[src/rtl/mux_arbiter.sv]
// rtl/mux_arbiter.sv - two-requester round-robin arbiter driving the shared 4-bit 2:1 mux
// Optional: MUX_ARB_FIXED_PRIO_EN gives A fixed priority on ties and at window expiry.
module mux_arbiter #(
  parameter int HOLD_CYCLES = 2,
  parameter int WIDTH       = 4
) (
  input  logic             clk,
  input  logic             Reset_L,
  input  logic             req_a,
  input  logic             req_b,
  input  logic [WIDTH-1:0] data_a,
  input  logic [WIDTH-1:0] data_b,
  output logic             gnt_a,
  output logic             gnt_b,
  output logic             S4,
  output logic             Reset_L4,
  output logic [WIDTH-1:0] data_out,
  output logic             valid_out
);

  typedef enum logic [1:0] {IDLE, GRANT_A, GRANT_B} state_t;

  localparam logic [3:0] CNT_LAST = 4'(HOLD_CYCLES - 1);
  localparam logic       LAST_A   = 1'b0;
  localparam logic       LAST_B   = 1'b1;

  state_t           state_q, state_d;
  logic [3:0]       cnt_q, cnt_d;
  logic             last_q, last_d;
  logic             s4_q, s4_d;
  logic [WIDTH-1:0] data_q, data_d;
  logic             valid_q, valid_d;
  logic             tie_to_a;

  // Who wins a contested decision: round-robin on last, or A always.
`ifdef MUX_ARB_FIXED_PRIO_EN
  assign tie_to_a = 1'b1;
`else
  assign tie_to_a = (last_q == LAST_B);
`endif

  always_comb begin
    state_d = state_q;
    cnt_d   = cnt_q;
    unique case (state_q)
      IDLE: begin
        cnt_d = 4'd0;
        if (req_a && req_b) state_d = tie_to_a ? GRANT_A : GRANT_B;
        else if (req_a)     state_d = GRANT_A;
        else if (req_b)     state_d = GRANT_B;
      end
      GRANT_A: begin
        if (!req_a) begin
          state_d = req_b ? GRANT_B : IDLE;
          cnt_d   = 4'd0;
        end else if (cnt_q == CNT_LAST) begin
`ifdef MUX_ARB_FIXED_PRIO_EN
          state_d = GRANT_A;
`else
          state_d = req_b ? GRANT_B : GRANT_A;
`endif
          cnt_d   = 4'd0;
        end else begin
          cnt_d = cnt_q + 4'd1;
        end
      end
      GRANT_B: begin
        if (!req_b) begin
          state_d = req_a ? GRANT_A : IDLE;
          cnt_d   = 4'd0;
        end else if (cnt_q == CNT_LAST) begin
          state_d = req_a ? GRANT_A : GRANT_B;
          cnt_d   = 4'd0;
        end else begin
          cnt_d = cnt_q + 4'd1;
        end
      end
      default: begin
        state_d = IDLE;
        cnt_d   = 4'd0;
      end
    endcase
  end

  // last and S4 follow the grant being entered; S4 holds through IDLE.
  always_comb begin
    last_d = last_q;
    s4_d   = s4_q;
    if (state_d == GRANT_A) begin
      last_d = LAST_A;
      s4_d   = 1'b0;
    end else if (state_d == GRANT_B) begin
      last_d = LAST_B;
      s4_d   = 1'b1;
    end
  end

  always_comb begin
    data_d  = data_q;
    valid_d = 1'b0;
    if (state_q == GRANT_A && req_a) begin
      data_d  = data_a;
      valid_d = 1'b1;
    end else if (state_q == GRANT_B && req_b) begin
      data_d  = data_b;
      valid_d = 1'b1;
    end
  end

  always_ff @(posedge clk or negedge Reset_L) begin
    if (!Reset_L) begin
      state_q <= IDLE;
      cnt_q   <= 4'd0;
      last_q  <= LAST_B;
      s4_q    <= 1'b0;
      data_q  <= '0;
      valid_q <= 1'b0;
    end else begin
      state_q <= state_d;
      cnt_q   <= cnt_d;
      last_q  <= last_d;
      s4_q    <= s4_d;
      data_q  <= data_d;
      valid_q <= valid_d;
    end
  end

  assign gnt_a     = (state_q == GRANT_A);
  assign gnt_b     = (state_q == GRANT_B);
  assign Reset_L4  = gnt_a | gnt_b;
  assign S4        = s4_q;
  assign data_out  = data_q;
  assign valid_out = valid_q;

endmodule

[config.mk]
export PLATFORM = sky130hd
export DESIGN_NAME = mux_arbiter
export DESIGN_NICKNAME = d
export VERILOG_FILES = /design/src/rtl/mux_arbiter.sv
export SDC_FILE = /design/constraint.sdc
export NUM_CORES = 1
export LEC_CHECK = 0
export CORE_ASPECT_RATIO = 1.1
export CORE_UTILIZATION = 38
export CTS_CLUSTER_SIZE = 30
export DETAILED_ROUTE_END_ITERATION = 8
export PLACE_DENSITY = 0.66
export SETUP_SLACK_MARGIN = 0.05
export SKIP_CTS_REPAIR_TIMING = 1
export SLEW_MARGIN = 10
export SYNTH_ARGS = -nofsm -noshare
export SYNTH_HDL_FRONTEND = slang
export SYNTH_SLANG_ARGS = --single-unit
[constraint.sdc]
create_clock -name clk -period 5.8 [get_ports clk]
set_clock_uncertainty 0.05 [all_clocks]
set_input_delay 0.58 -clock clk [delete_from_list [all_inputs] [get_ports clk]]
set_output_delay 0.58 -clock clk [all_outputs]
set_load 0.1 [all_outputs]
# Yosys cells after proc, flatten, opt, wreduce, memory -nomap -nowiden
# Index checks and enable logic that the tools add are counted.
# classes
add_sub_neg	1
eq_ne	5
muxes	23
bitwise_logic	1
reduce_logical	6
# op_table
operator	n
2-to-1 mux 2 bit	11
2-to-1 mux 4 bit	5
case mux 4 bit (2 select lines)	1
case mux 2 bit (3 select lines)	1
2-to-1 mux 1 bit	5
adder 4 x 1 -> 4 bit, second input constant	1
equality test 2 x 1 -> 1 bit, second input constant	2
equality test 2 bit, second input constant	2
equality test 4 x 1 -> 1 bit, second input constant	1
nonzero test 2 bit	2
logical AND 1 bit	3
logical NOT 2 bit	1
OR 1 bit	1
# word_totals
register_bits	13
in_bits	12
out_inout_bits	9
word_cells	42

# Depth between registers and ports, before layout
# Gate-level depths: netlist of the first run.
# logic_depth
depth_word	7
mapped_depth	9
ltp_nobuf	9

# Least setup slack after synthesis of the first run
# Ideal clock, no wire load.
# synth_path
path_type	flip-flop to flip-flop
start	register state_q[1]
end	register s4_q (netlist: S4)
setup_ns	0.129
t_arrival_ns	2.408
required_time_ns	5.621
path_slack_ns	3.213
path_stages_with_launch	10
n_path_buf	0
period_less_slack_ns	2.587
path_cell_list	dfrtp_1 -> inv_1 -> ha_1 -> nand2_2 -> a21oi_1 -> a22oi_1 -> a21oi_1 -> ha_1 -> nand2_1 -> o21ai_0
# synth_between
word_cells_on_any_way	15
classes_between	eq/ne (4); mux (9); reduce/logical (2)
# synth_lines
element	line	source
start, declared	27	state_t state_q, state_d;
start signal, assigned	119	state_q <= state_d;
equality test 2 x 1 -> 1 bit *	--	
via gnt_a	13	output logic gnt_a,
case mux 2 bit (3 select lines) *	45	unique case (state_q)
via state_d[0]	27	
equality test 2 x 1 -> 1 bit / equality test 2 bit (equally long branches)	89, 92	
2-to-1 mux 1 bit / nonzero test 2 bit (equally long branches)	--	
end signal, assigned	115	s4_q <= 1'b0;
end signal, assigned	122	s4_q <= s4_d;
end, declared	30	logic s4_q, s4_d;
# Mark *: on every way through the listed nets, which the timed path passes. The rest lies on a longest branch.
# A chain may end at the register's enable or synchronous reset.

# Final worst setup path of the first run
# layout_path
start	register state_q[0]
end	output port Reset_L4
# layout_between
elab_chain_len	2
word_cells_on_any_way	3
classes_between	eq/ne (2); bitwise (1)
# layout_rtl
element	line	source
equality test 2 x 1 -> 1 bit / equality test 2 bit (equally long branches)	128, 129	
OR 1 bit *	130	assign Reset_L4 = gnt_a | gnt_b;
end, declared	16	output logic Reset_L4,
# Mark *: on every way between the ends. The rest lies on a longest branch, timed or not.

==> results of run 1 <==
state kept, by name, summed over array words and instances (netlist names):
register	count
valid_out	1
state_q	2
last_q	1
S4	1
data_out	4
cnt_q	4
placed cells by master, fill, tap and decap left out:
| cell type | instances |
|---|---|
| sky130_fd_sc_hd__a31o_1 | 1 |
| sky130_fd_sc_hd__nor3b_1 | 1 |
| sky130_fd_sc_hd__a31oi_1 | 1 |
| sky130_fd_sc_hd__clkdlybuf4s50_1 | 20 |
| sky130_fd_sc_hd__nand3_1 | 2 |
| sky130_fd_sc_hd__o21ai_0 | 9 |
| sky130_fd_sc_hd__clkbuf_1 | 1 |
| sky130_fd_sc_hd__or3b_4 | 1 |
| sky130_fd_sc_hd__xor2_1 | 1 |
| sky130_fd_sc_hd__a22oi_1 | 1 |
| sky130_fd_sc_hd__nand3b_1 | 1 |
| sky130_fd_sc_hd__dfrtp_1 | 12 |
| sky130_fd_sc_hd__inv_1 | 5 |
| sky130_fd_sc_hd__a21oi_1 | 3 |
| sky130_fd_sc_hd__nand2_1 | 13 |
| sky130_fd_sc_hd__nor2_1 | 5 |
| sky130_fd_sc_hd__ha_1 | 7 |
| sky130_fd_sc_hd__dfstp_2 | 1 |
| sky130_fd_sc_hd__and2_1 | 2 |
| sky130_fd_sc_hd__clkbuf_4 | 3 |
| sky130_fd_sc_hd__a21oi_2 | 1 |
| sky130_fd_sc_hd__mux2i_1 | 5 |
| sky130_fd_sc_hd__a31o_2 | 2 |
| sky130_fd_sc_hd__nand2_2 | 1 |
| sky130_fd_sc_hd__nand2b_1 | 2 |
cells by family (layout without fill, tap and decap cells):
kind of cell               count (synthesis)  in the layout  synth area share (%)
adders and majority gates                  7              7                  11.7
and+or+nand+nor                           28             28                  18.1
muxes                                      5              5                  6.69
DFF                                       13             13                  43.6
xor gates and xnor gates                   1              1                  1.17
AOI/OAI and AO/OA                         18             18                  14.5
buffers and inverters                      7             29                  4.18
per-layer routing:
layer,up-vias,global-route usage (%)
li1,310,-
met1,284,20.8
met2,20,23.0
met3,6,2.99
met4,0,7.58
met5,-,0
stage by stage:
stage,util (%),hold slack (ps),instance area (um2),cells,worst slack (ps)
after floorplan,-,234,748,79,3210
after global placement,53.2,410,970,124,3240
after detailed placement,53.2,413,970,124,3210
after CTS,54.7,426,996,128,2910
after global routing,54.7,442,996,128,2830
final,54.7,421,996,128,2920
synthesized netlist by cell type, drive strengths merged:
| library cell | count |
|---|---|
| o21ai | 9 |
| xor2 | 1 |
| or3b | 1 |
| ha | 7 |
| a21oi | 4 |
| dfrtp | 12 |
| inv | 5 |
| buf | 2 |
| a31oi | 1 |
| nor3b | 1 |
| nor2 | 5 |
| and2 | 2 |
| mux2i | 5 |
| a22oi | 1 |
| a31o | 3 |
| nand2b | 2 |
| nand2 | 14 |
| nand3 | 2 |
| dfstp | 1 |
| nand3b | 1 |
path summary, 6_finish.rpt:
kind	endpoint	slack [ps]
setup / recovery	Reset_L4	2920
hold / removal	last_q	420
setup reg to reg	last_q	3670
hold reg to reg	last_q	420
max in group asynchronous	state_q[1]	4720
min in group asynchronous	state_q[0]	610
cell type report:
class,count,share of cell area (%)
multi-input cells,59,39.2
flip-flops and latches,13,32.8
repair buffers,20,20.1
well taps,27,3.39
clock buffers,4,2.64
inverters,5,1.88
critical path, delay by kind of cell (launching register included):
family                     cells  cell delay (ps)
adders and majority gates      1              330
buffers and inverters          2             1240
DFF                            1              420
==> flow_metrics.py, run 1 <==
metrics = {
    "clock_network": {
        "cts_htree_levels": 1,
        "cts_tree": "built",
        "cts.sinks": 13,
        "clock_slew_at_the_register_clock_pins_of_the_worst_setup_and_hold_paths_ps": 80,
        "root_buffer": "sky130_fd_sc_hd__clkbuf_4",
        "ctsLongestPathBuffers": 2,
        "number_of_buffers_created_by_cts": 3,
        "insertion_delay_ps": 270,
    },
    "flow_run": {
        "cap_viol_max_count": 0,
    },
    "floorplanning": {
        "row_count": 16,
        "floorplan.die_area_um2": 2150,
        "start_util_pct": 41.1,
        "die_width_um": 44.3,
        "core_region_area_um2": 1820,
        "io-pin-count": 21,
        "die_height_um": 48.5,
    },
    "final_layout": {
        "num_antenna_cells": 0,
        "final_net_count": 121,
        "syn2layout_area_growth_pct": 33.1,
        "fraction_of_layout_cells_with_a_size_suffix_above_1_pct": 8.91,
        "area.sequential_um2": 327,
        "multi_input_comb_area_um2": 390,
        "num-fill-cells": 168,
    },
    "logic_synthesis": {
        "synth_sequential_area_ratio_pct": 43.6,
        "mappedNetlistNets": 98,
        "ys_seq_elements": 13,
        "synth.area.top_cells": "sky130_fd_sc_hd__dfrtp_1 40%, sky130_fd_sc_hd__ha_1 12%, sky130_fd_sc_hd__mux2i_1 6.7%",
        "post_synth_inst_count": 79,
        "synthesis.yosys.warnings": 0,
        "yosys.area.top_type_share_pct": 40.1,
        "yosys.cell_types.count": 24,
        "synth_largest_area_cell": "sky130_fd_sc_hd__dfrtp_1",
        "syn-cell-area_um2": 748,
        "syn_area_per_cell_um2": 9.47,
    },
    "worst_setup_path": {
        "critPathMaxFanout": 5,
        "critical_path.reg2reg.startpoint": "cnt_q[1]",
        "crit_path_start_kind": "flop",
        "worst-endpoint-required_ps": 5170,
        "r2r_cells": 8,
        "startpoint": "state_q[0]",
        "worstSetupEndpointType": "output pin",
        "max_incr_delay_on_cp_ps": 1140,
        "critical_path_arrival_ps": 2250,
        "cell_chain_of_the_critical_path": "inv_1 -> ha_1 -> clkdlybuf4s50_1",
        "critical-path-slowest-cell": "sky130_fd_sc_hd__clkdlybuf4s50_1",
        "path_class": "reg2out",
    },
    "routing": {
        "antenna_left": 0,
        "route.detailed.wl_per_inst_um": 11.1,
        "number_of_drc_markers_after_the_initial_detailed_route_iteration": 13,
        "vias_per_cell": 4.84,
        "met3RoutedLength_um": 71,
        "met2RoutedLength_um": 646,
        "highest_layer": "met4",
        "drtPass1Iterations": 4,
        "routedLengthMet1_um": 662,
        "dr_total_vias": 620,
        "route.detailed.drc": 0,
        "postRouteWirelength_mm": 1.42,
    },
    "global_routing": {
        "grt_antenna_before_repair": 0,
        "gr-usage-all-layers_pct": 15.3,
        "grt_max_degree": 14,
        "via_count_of_the_first_global_routing_pass": 591,
        "grt_first_pass_wirelength_mm": 2.50,
        "grt.overflow.total": 0,
    },
    "min_path": {
        "hold_path_class": "reg2reg",
        "worst_hold_startpoint": "last_q",
        "hold_path_cells": 2,
    },
    "place": {
        "buffer_ports.inserted": 20,
        "post-dp-hpwl_mm": 1.12,
        "globalplace.congestion": 0.886,
    },
    "timing": {
        "tcrit_tclk_final_pct": 49.7,
        "final-max-slew-violation-count": 0,
        "final-setup-viol-count": 0,
        "worst_slew_pin_slew_ps": 976,
        "clock.fmax_mhz": 347,
        "fin_setup_tns_ps": 0,
        "rsz_0062_raised_after_global_routing": "false",
        "finalHoldViolCount": 0,
        "timing.slew.headroom_pct": 34.8,
        "layout_min_cycle_time_ps": 2880,
    },
    "run_status": {
        "status": "finished clean",
    },
}
Power of run 1 is left out: the tool's default activity adds up to more than one toggle a clock period on the data nets, which glitch-free logic cannot reach.
==> run 2, diff against run 1 <==
clock period = 3 ns   (was 5.8 ns; I/O delays follow)
==> run 2 against run 1 <==
  * Cell count did not move
  * Cell area decreased by 2.3%
  * Die area is the same
  * Register-to-register slack worse by 2800 ps
  * Sequential cell count is the same
  * Critical endpoint is now last_q
==> flow_metrics.py, run 2 (synthesized netlist as in run 1, its figures left out) <==
metrics = {
    "run_status": {
        "status": "finished clean",
    },
    "timing": {
        "final-setup-viol-count": 0,
        "tcrit_tclk_final_pct": 71.0,
        "final-max-slew-violation-count": 0,
        "finalHoldViolCount": 0,
        "clock.fmax_mhz": 470,
        "layout_min_cycle_time_ps": 2130,
        "timing.slew.headroom_pct": 62.7,
        "rsz_0062_raised_after_global_routing": "false",
        "final.setup.worst_slack_ps": 871,
        "fin_setup_tns_ps": 0,
        "finalHoldWorstSlack_ps": 331,
        "worst_slew_pin_slew_ps": 558,
    },
    "floorplanning": {
        "io-pin-count": 21,
        "floorplan.die_area_um2": 2150,
        "die_width_um": 44.3,
        "row_count": 16,
        "start_util_pct": 41.1,
        "die_height_um": 48.5,
        "core_region_area_um2": 1820,
    },
    "final_layout": {
        "fraction_of_layout_cells_with_a_size_suffix_above_1_pct": 17.8,
        "layout_common_cells": "13 x sky130_fd_sc_hd__nand2_1, 12 x sky130_fd_sc_hd__dfrtp_1, 11 x sky130_fd_sc_hd__clkdlybuf4s50_1, 9 x sky130_fd_sc_hd__o21ai_0, 9 x sky130_fd_sc_hd__buf_4",
        "mostFrequentLayoutCell": "sky130_fd_sc_hd__nand2_1",
        "syn2layout_area_growth_pct": 30.1,
        "layout.cell_area.non_filler_um2": 973,
        "num_antenna_cells": 0,
        "final_net_count": 121,
    },
    "worst_setup_path": {
        "startpoint": "cnt_q[1]",
        "r2r_cells": 8,
        "critical_path_arrival_ps": 2280,
        "critical_path.reg2reg.startpoint": "cnt_q[1]",
        "crit_path_start_kind": "flop",
        "critPathMaxFanout": 5,
        "worstSetupEndpointType": "flop",
        "worstReg2RegEnd": "last_q",
        "path_class": "reg2reg",
        "worst-endpoint-required_ps": 3150,
        "setup.reg_to_reg.worst_slack_ps": 870,
        "setup.worst_path.end": "last_q",
    },
    "global_routing": {
        "grt_first_pass_wirelength_mm": 2.66,
        "via_count_of_the_first_global_routing_pass": 623,
        "gr-usage-all-layers_pct": 16.7,
        "grt_antenna_before_repair": 0,
        "grt_max_degree": 14,
        "grt.overflow.total": 0,
    },
    "flow_run": {
        "cap_viol_max_count": 0,
    },
    "routing": {
        "route.detailed.wl_per_inst_um": 11.1,
        "dr_total_vias": 623,
        "vias_per_cell": 4.87,
        "postRouteWirelength_mm": 1.43,
        "met2RoutedLength_um": 675,
        "highest_layer": "met4",
        "route.detailed.drc": 0,
        "routedLengthMet1_um": 652,
        "antenna_left": 0,
        "number_of_drc_markers_after_the_initial_detailed_route_iteration": 7,
        "met3RoutedLength_um": 59,
        "drtPass1Iterations": 4,
    },
    "clock_network": {
        "clock_slew_at_the_register_clock_pins_of_the_worst_setup_and_hold_paths_ps": 80,
        "cts.sinks": 13,
        "number_of_buffers_created_by_cts": 3,
        "insertion_delay_ps": 270,
        "cts_tree": "built",
        "ctsLongestPathBuffers": 2,
        "cts_htree_levels": 1,
        "root_buffer": "sky130_fd_sc_hd__clkbuf_4",
    },
    "place": {
        "placed_area_um2": 947,
        "globalplace.congestion": 0.956,
        "post-dp-hpwl_mm": 1.14,
        "buffer_ports.inserted": 20,
        "place_ws_ps": 840,
    },
    "min_path": {
        "hold_path_class": "in2async",
    },
}
[run 2: changes by cell type in the layout (fill, tap and decap cells not counted)]
cell                              change
sky130_fd_sc_hd__buf_4                +9
sky130_fd_sc_hd__clkdlybuf4s50_1      -9
[run 2: critical path, stage by stage (launching register included)]
cell and delay, ps:
sky130_fd_sc_hd__dfrtp_1 410, sky130_fd_sc_hd__inv_1 60, sky130_fd_sc_hd__ha_1 170, sky130_fd_sc_hd__or3b_4 420, sky130_fd_sc_hd__a21oi_2 140, sky130_fd_sc_hd__nand2_1 70, sky130_fd_sc_hd__a31o_1 220, sky130_fd_sc_hd__ha_1 310
sky130_fd_sc_hd__mux2i_1 190
[run 2: worst min-delay path by stage]
stage / to / from / cells past startpoint / slack (ps)
after floorplan: S4 / Reset_L / 0 / -50
after global placement: last_q / last_q / 2 / 410
after detailed placement: data_out[0] / data_out[0] / 2 / 420
after CTS: cnt_q[2] / Reset_L / 1 / 360
after global routing: cnt_q[3] / Reset_L / 1 / 390
final: cnt_q[2] / Reset_L / 1 / 330
[run 2: routing by layer]
layer / vias up / track usage, %
met5: - / 0
li1: 312 / -
met4: 0 / 11.1
met1: 289 / 21.3
met2: 18 / 25.2
met3: 4 / 2.61
[run 2: final cells by class]
cell class | count | area [um2]
flip-flops and latches | 13 | 327
fillers | 165 | 848
well taps | 27 | 33.8
multi-input cells | 59 | 390
clock buffers | 4 | 26.3
inverters | 5 | 18.8
repair buffers | 20 | 178
[run 2: per-stage QoR]
stage	utilization, %	std cells
floorplan	-	79
global placement	52.0	124
detailed placement	52.0	124
CTS	53.4	128
global route	53.4	128
finish	53.4	128
Power of run 2 is left out for the same reason.
==> run 3, diff against run 2 <==
clock period = 2.17 ns   (was 3 ns; I/O delays follow)
==> run 3 against run 2 <==
  * Count of clock-buffer cells in the layout unchanged
  * Routed wire length grew 6.5%
  * Register-to-register slack got worse by 780 ps
  * Die area did not move
  * First-iteration DRC count up 14%
  * Maximum frequency grew 2.2%
  * Core utilization up 6.3 points
  * Hold slack got worse by 73 ps
  * Critical path depth did not move
==> flow_metrics.py, run 3 (synthesized netlist as in run 1, its figures left out) <==
metrics = {
    "run_status": {
        "status": "finished clean",
    },
    "clock_network": {
        "cts_tree": "built",
        "number_of_buffers_created_by_cts": 3,
        "ctsLongestPathBuffers": 2,
        "root_buffer": "sky130_fd_sc_hd__clkbuf_4",
        "clock_slew_at_the_register_clock_pins_of_the_worst_setup_and_hold_paths_ps": 80,
        "cts_htree_levels": 1,
        "cts.sinks": 13,
        "insertion_delay_ps": 270,
    },
    "timing": {
        "final-setup-viol-count": 0,
        "timing.slew.headroom_pct": 61.9,
        "tcrit_tclk_final_pct": 96.0,
        "worst_slew_pin_slew_ps": 569,
        "rsz_0062_raised_after_global_routing": "true",
        "final-max-slew-violation-count": 0,
        "layout_min_cycle_time_ps": 2080,
        "finalHoldWorstSlack_ps": 258,
        "fin_setup_tns_ps": 0,
        "finalHoldViolCount": 0,
        "clock.fmax_mhz": 480,
    },
    "routing": {
        "dr_total_vias": 636,
        "antenna_left": 0,
        "number_of_drc_markers_after_the_initial_detailed_route_iteration": 8,
        "vias_per_cell": 4.78,
        "drtPass1Iterations": 4,
        "postRouteWirelength_mm": 1.52,
        "route.detailed.wl_per_inst_um": 11.4,
        "route.detailed.drc": 0,
    },
    "global_routing": {
        "grt_first_pass_wirelength_mm": 2.57,
        "gr-usage-all-layers_pct": 15.8,
        "grt.overflow.total": 0,
        "via_count_of_the_first_global_routing_pass": 617,
        "grt_max_degree": 14,
        "grt_antenna_before_repair": 0,
    },
    "final_layout": {
        "mostFrequentLayoutCell": "sky130_fd_sc_hd__nand2_1",
        "syn2layout_area_growth_pct": 45.5,
        "post_layout_util_pct": 59.8,
        "layout_common_cells": "13 x sky130_fd_sc_hd__nand2_1, 12 x sky130_fd_sc_hd__dfrtp_1, 12 x sky130_fd_sc_hd__buf_4, 11 x sky130_fd_sc_hd__clkdlybuf4s50_1, 9 x sky130_fd_sc_hd__o21ai_0",
        "num_antenna_cells": 0,
        "fraction_of_layout_cells_with_a_size_suffix_above_1_pct": 28.3,
        "num-fill-cells": 159,
        "final_net_count": 126,
    },
    "flow_run": {
        "cap_viol_max_count": 0,
    },
    "floorplanning": {
        "row_count": 16,
        "die_height_um": 48.5,
        "floorplan.die_area_um2": 2150,
        "start_util_pct": 41.1,
        "core_region_area_um2": 1820,
        "io-pin-count": 21,
        "die_width_um": 44.3,
    },
    "worst_setup_path": {
        "critical_path_arrival_ps": 2230,
        "critical_path.top_delay_family": "simple AND/OR/NAND/NOR gates",
        "setup.reg_to_reg.worst_slack_ps": 90,
        "critical_path.reg2reg.startpoint": "cnt_q[1]",
        "worst-endpoint-required_ps": 2310,
        "max_incr_delay_on_cp_ps": 410,
        "worstSetupEndpointType": "flop",
        "path_class": "reg2reg",
        "r2r_cells": 8,
        "worstReg2RegEnd": "last_q",
        "critical-path-slowest-cell": "sky130_fd_sc_hd__or3b_4",
        "buffers_and_inverters_on_the_worst_path": 1,
        "cell_chain_of_the_critical_path": "inv_1 -> ha_2 -> or3b_4 -> a21oi_2 -> nand2_1 -> a31o_1 -> ha_4 -> mux2i_2",
        "critPathMaxFanout": 5,
        "crit_path_start_kind": "flop",
    },
    "min_path": {
        "hold_path_class": "in2async",
    },
    "place": {
        "post-dp-hpwl_mm": 1.16,
        "buffer_ports.inserted": 20,
        "globalplace.congestion": 0.925,
    },
}
## run 3: changes by cell type in the layout (fill, tap and decap cells not counted), moves of 2 or more
cell / previous run / this run
sky130_fd_sc_hd__ha_4: 0 / 3
sky130_fd_sc_hd__buf_4: 9 / 12
sky130_fd_sc_hd__ha_1: 7 / 3
sky130_fd_sc_hd__buf_12: 0 / 2
## run 3: worst max path at each step
stage,depth (start not counted),slack [ps],startpoint,to
2_1_floorplan,8,100,state_q[1],S4
3_3_place_gp,8,90,cnt_q[1],last_q
3_5_place_dp,8,-2,cnt_q[1],last_q
4_1_cts,8,-10,cnt_q[1],last_q
5_1_grt,9,-1,cnt_q[1],S4
6_report,8,90,cnt_q[1],last_q
## run 3: final cells by class
class | instances | area, um2 | area share [%]
Clock buffer | 4 | 26.3 | 2.41
Inverter | 5 | 18.8 | 1.72
Multi-Input combinational cell | 59 | 443 | 40.7
Sequential cell | 13 | 327 | 30.0
Tap cell | 27 | 33.8 | 3.10
Timing Repair Buffer | 25 | 240 | 22.1
## run 3: through the flow
step | worst slack, ps | instance area [um2] | instances
6_report | 86.0 | 1090 | 133
5_1_grt | -1.34 | 1090 | 133
4_1_cts | -10.3 | 1030 | 129
3_5_place_dp | -2.20 | 1000 | 125
3_3_place_gp | 88.7 | 1000 | 125
2_1_floorplan | 100 | 773 | 79
## run 3: worst register-to-register path, delay by kind of cell, from the launching register on
kind                       cells  cell delay, ps
AOI/OAI and AO/OA              2             340
adders and majority gates      2             460
buffers and inverters          1              60
and+or+nand+nor                2             500
muxes                          1             200
DFF                            1             400
## run 3: per-layer routing
metal | routed length (um) | track usage (%)
met5 | 0 | 0
met4 | 9 | 6.06
met3 | 51 | 2.24
met2 | 765 | 25.5
met1 | 691 | 21.0
Power of run 3 is left out for the same reason.
==> RTL edit: new RTL, config.mk and constraints of run 3 <==
Add a define of `MUX_ARB_FIXED_PRIO_EN`.
--- a/src/rtl/mux_arbiter.sv
+++ b/src/rtl/mux_arbiter.sv
@@ -2,2 +2,4 @@
 // Optional: MUX_ARB_FIXED_PRIO_EN gives A fixed priority on ties and at window expiry.
+`define MUX_ARB_FIXED_PRIO_EN
+
 module mux_arbiter #(
Check against the original RTL: not equivalent (a bounded check fails within 4 cycles, from zero or initial values and one cycle with Reset_L low).
==> RTL edit against run 3 <==
- utilization increased by 1.3 points
- sequential cell count shrank 1
- non-clock buffer count fell by 2
- setup slack improved by 0.055 ns
- count of clock-buffer cells in the layout is 1 lower
- area after synthesis down 10%
- wire length shrank 15%
- cell area fell by 9.4%
- critical path depth increased by 1
- critical path type unchanged
Power is not shown: default switching activity piles up to over one toggle a cycle in this logic, so the estimate is an artifact.
==> RTL edit: results <==
{
  "status": "finished, final reports clean",
  "crit_slowest_cell": "dfrtp_1",
  "place_inst": 103,
  "h-tree-depth": 1,
  "vias": 558,
  "drt-total-wl_um": 1290,
  "antenna_found_initial": 0,
  "clk_path_buf_depth": 2,
  "worst_path_dominant_cell_family": "simple AND/OR/NAND/NOR gates",
  "synth_compound_gate_area_share": 0.140,
  "max_stage_delay_ns": 0.45,
  "io_buffers": 20,
  "synthTopCellsByCount": "dfrtp_1 (12), ha_1 (7), nand2_1 (6), o21ai_0 (6)",
  "diodes": 0,
  "dr.pass1.iters": 4,
  "cts-buffers-inserted": 3,
  "arrival_ns": 2.17,
  "synth.area.top_cells": "dfrtp_1 (45%), ha_1 (13%), mux2i_1 (6.0%)",
  "synth_mux_area_frac": 0.0597,
  "fin_cells": 106,
  "tns_ns": 0,
  "yosys.cell_types.count": 23,
  "drt-initial-drc-count": 7,
  "post-place-ws_ns": 0.0507,
  "placed_area_um2": 945,
  "nFillCells": 146,
  "cts-root-buf": "clkbuf_4",
  "syn_area_per_cell_um2": 10.5,
  "multi_input_area_um2": 414,
  "grtUsageTotal": 0.162,
  "critPathMaxFanout": 10,
  "worstMarginPinSlew_ns": 0.526,
  "synth_xor_area_frac": 0.0261,
  "clk_pin_slew_ns": 0.07,
  "drive_gt1_frac": 0.326,
  "synth_nets": 83,
  "synthAdderAreaFrac": 0.131,
  "ys.warnings.count": 0,
  "async_flop_share": 1.00,
  "grt_max_degree": 13,
  "yosysSeqAreaShare": 0.448,
  "dp_hpwl_um": 1030,
  "grt_pass1_vias": 554,
  "clk_latency_ns": 0.26,
  "grt_pass1_wl_um": 2290,
  "hp-class": "in2async",
  "gp_congestion": 0.821
}
RTL edit: final timing paths:
path	from	end	slack, ns	depth (start not counted)
worst max register to register	state_q[1]$_DFF_PN0_	S4$_DFFE_PN0P_	0.14	9
worst min-delay path	Reset_L	cnt_q[2]$_DFF_PN0_	0.25	1
worst max-delay path	state_q[1]$_DFF_PN0_	S4$_DFFE_PN0P_	0.14	9
max in group asynchronous	Reset_L	state_q[0]$_DFF_PN0_	1.47	1
min in group clk	cnt_q[0]$_DFF_PN0_	cnt_q[0]$_DFF_PN0_	0.44	1
worst min register to register	cnt_q[0]$_DFF_PN0_	cnt_q[0]$_DFF_PN0_	0.44	1
RTL edit: layout make-up:
cell class,instances,share of cell area
Clock buffer,3,0.0228
Inverter,4,0.0152
Multi-Input combinational cell,47,0.420
Sequential cell,12,0.305
Tap cell,17,0.0216
Timing Repair Buffer,23,0.216
RTL edit: routing by layer:
metal	wire length [um]	GRT usage
met4	12	0.100
met1	562	0.185
met3	84	0.0275
met2	628	0.288
met5	0	0
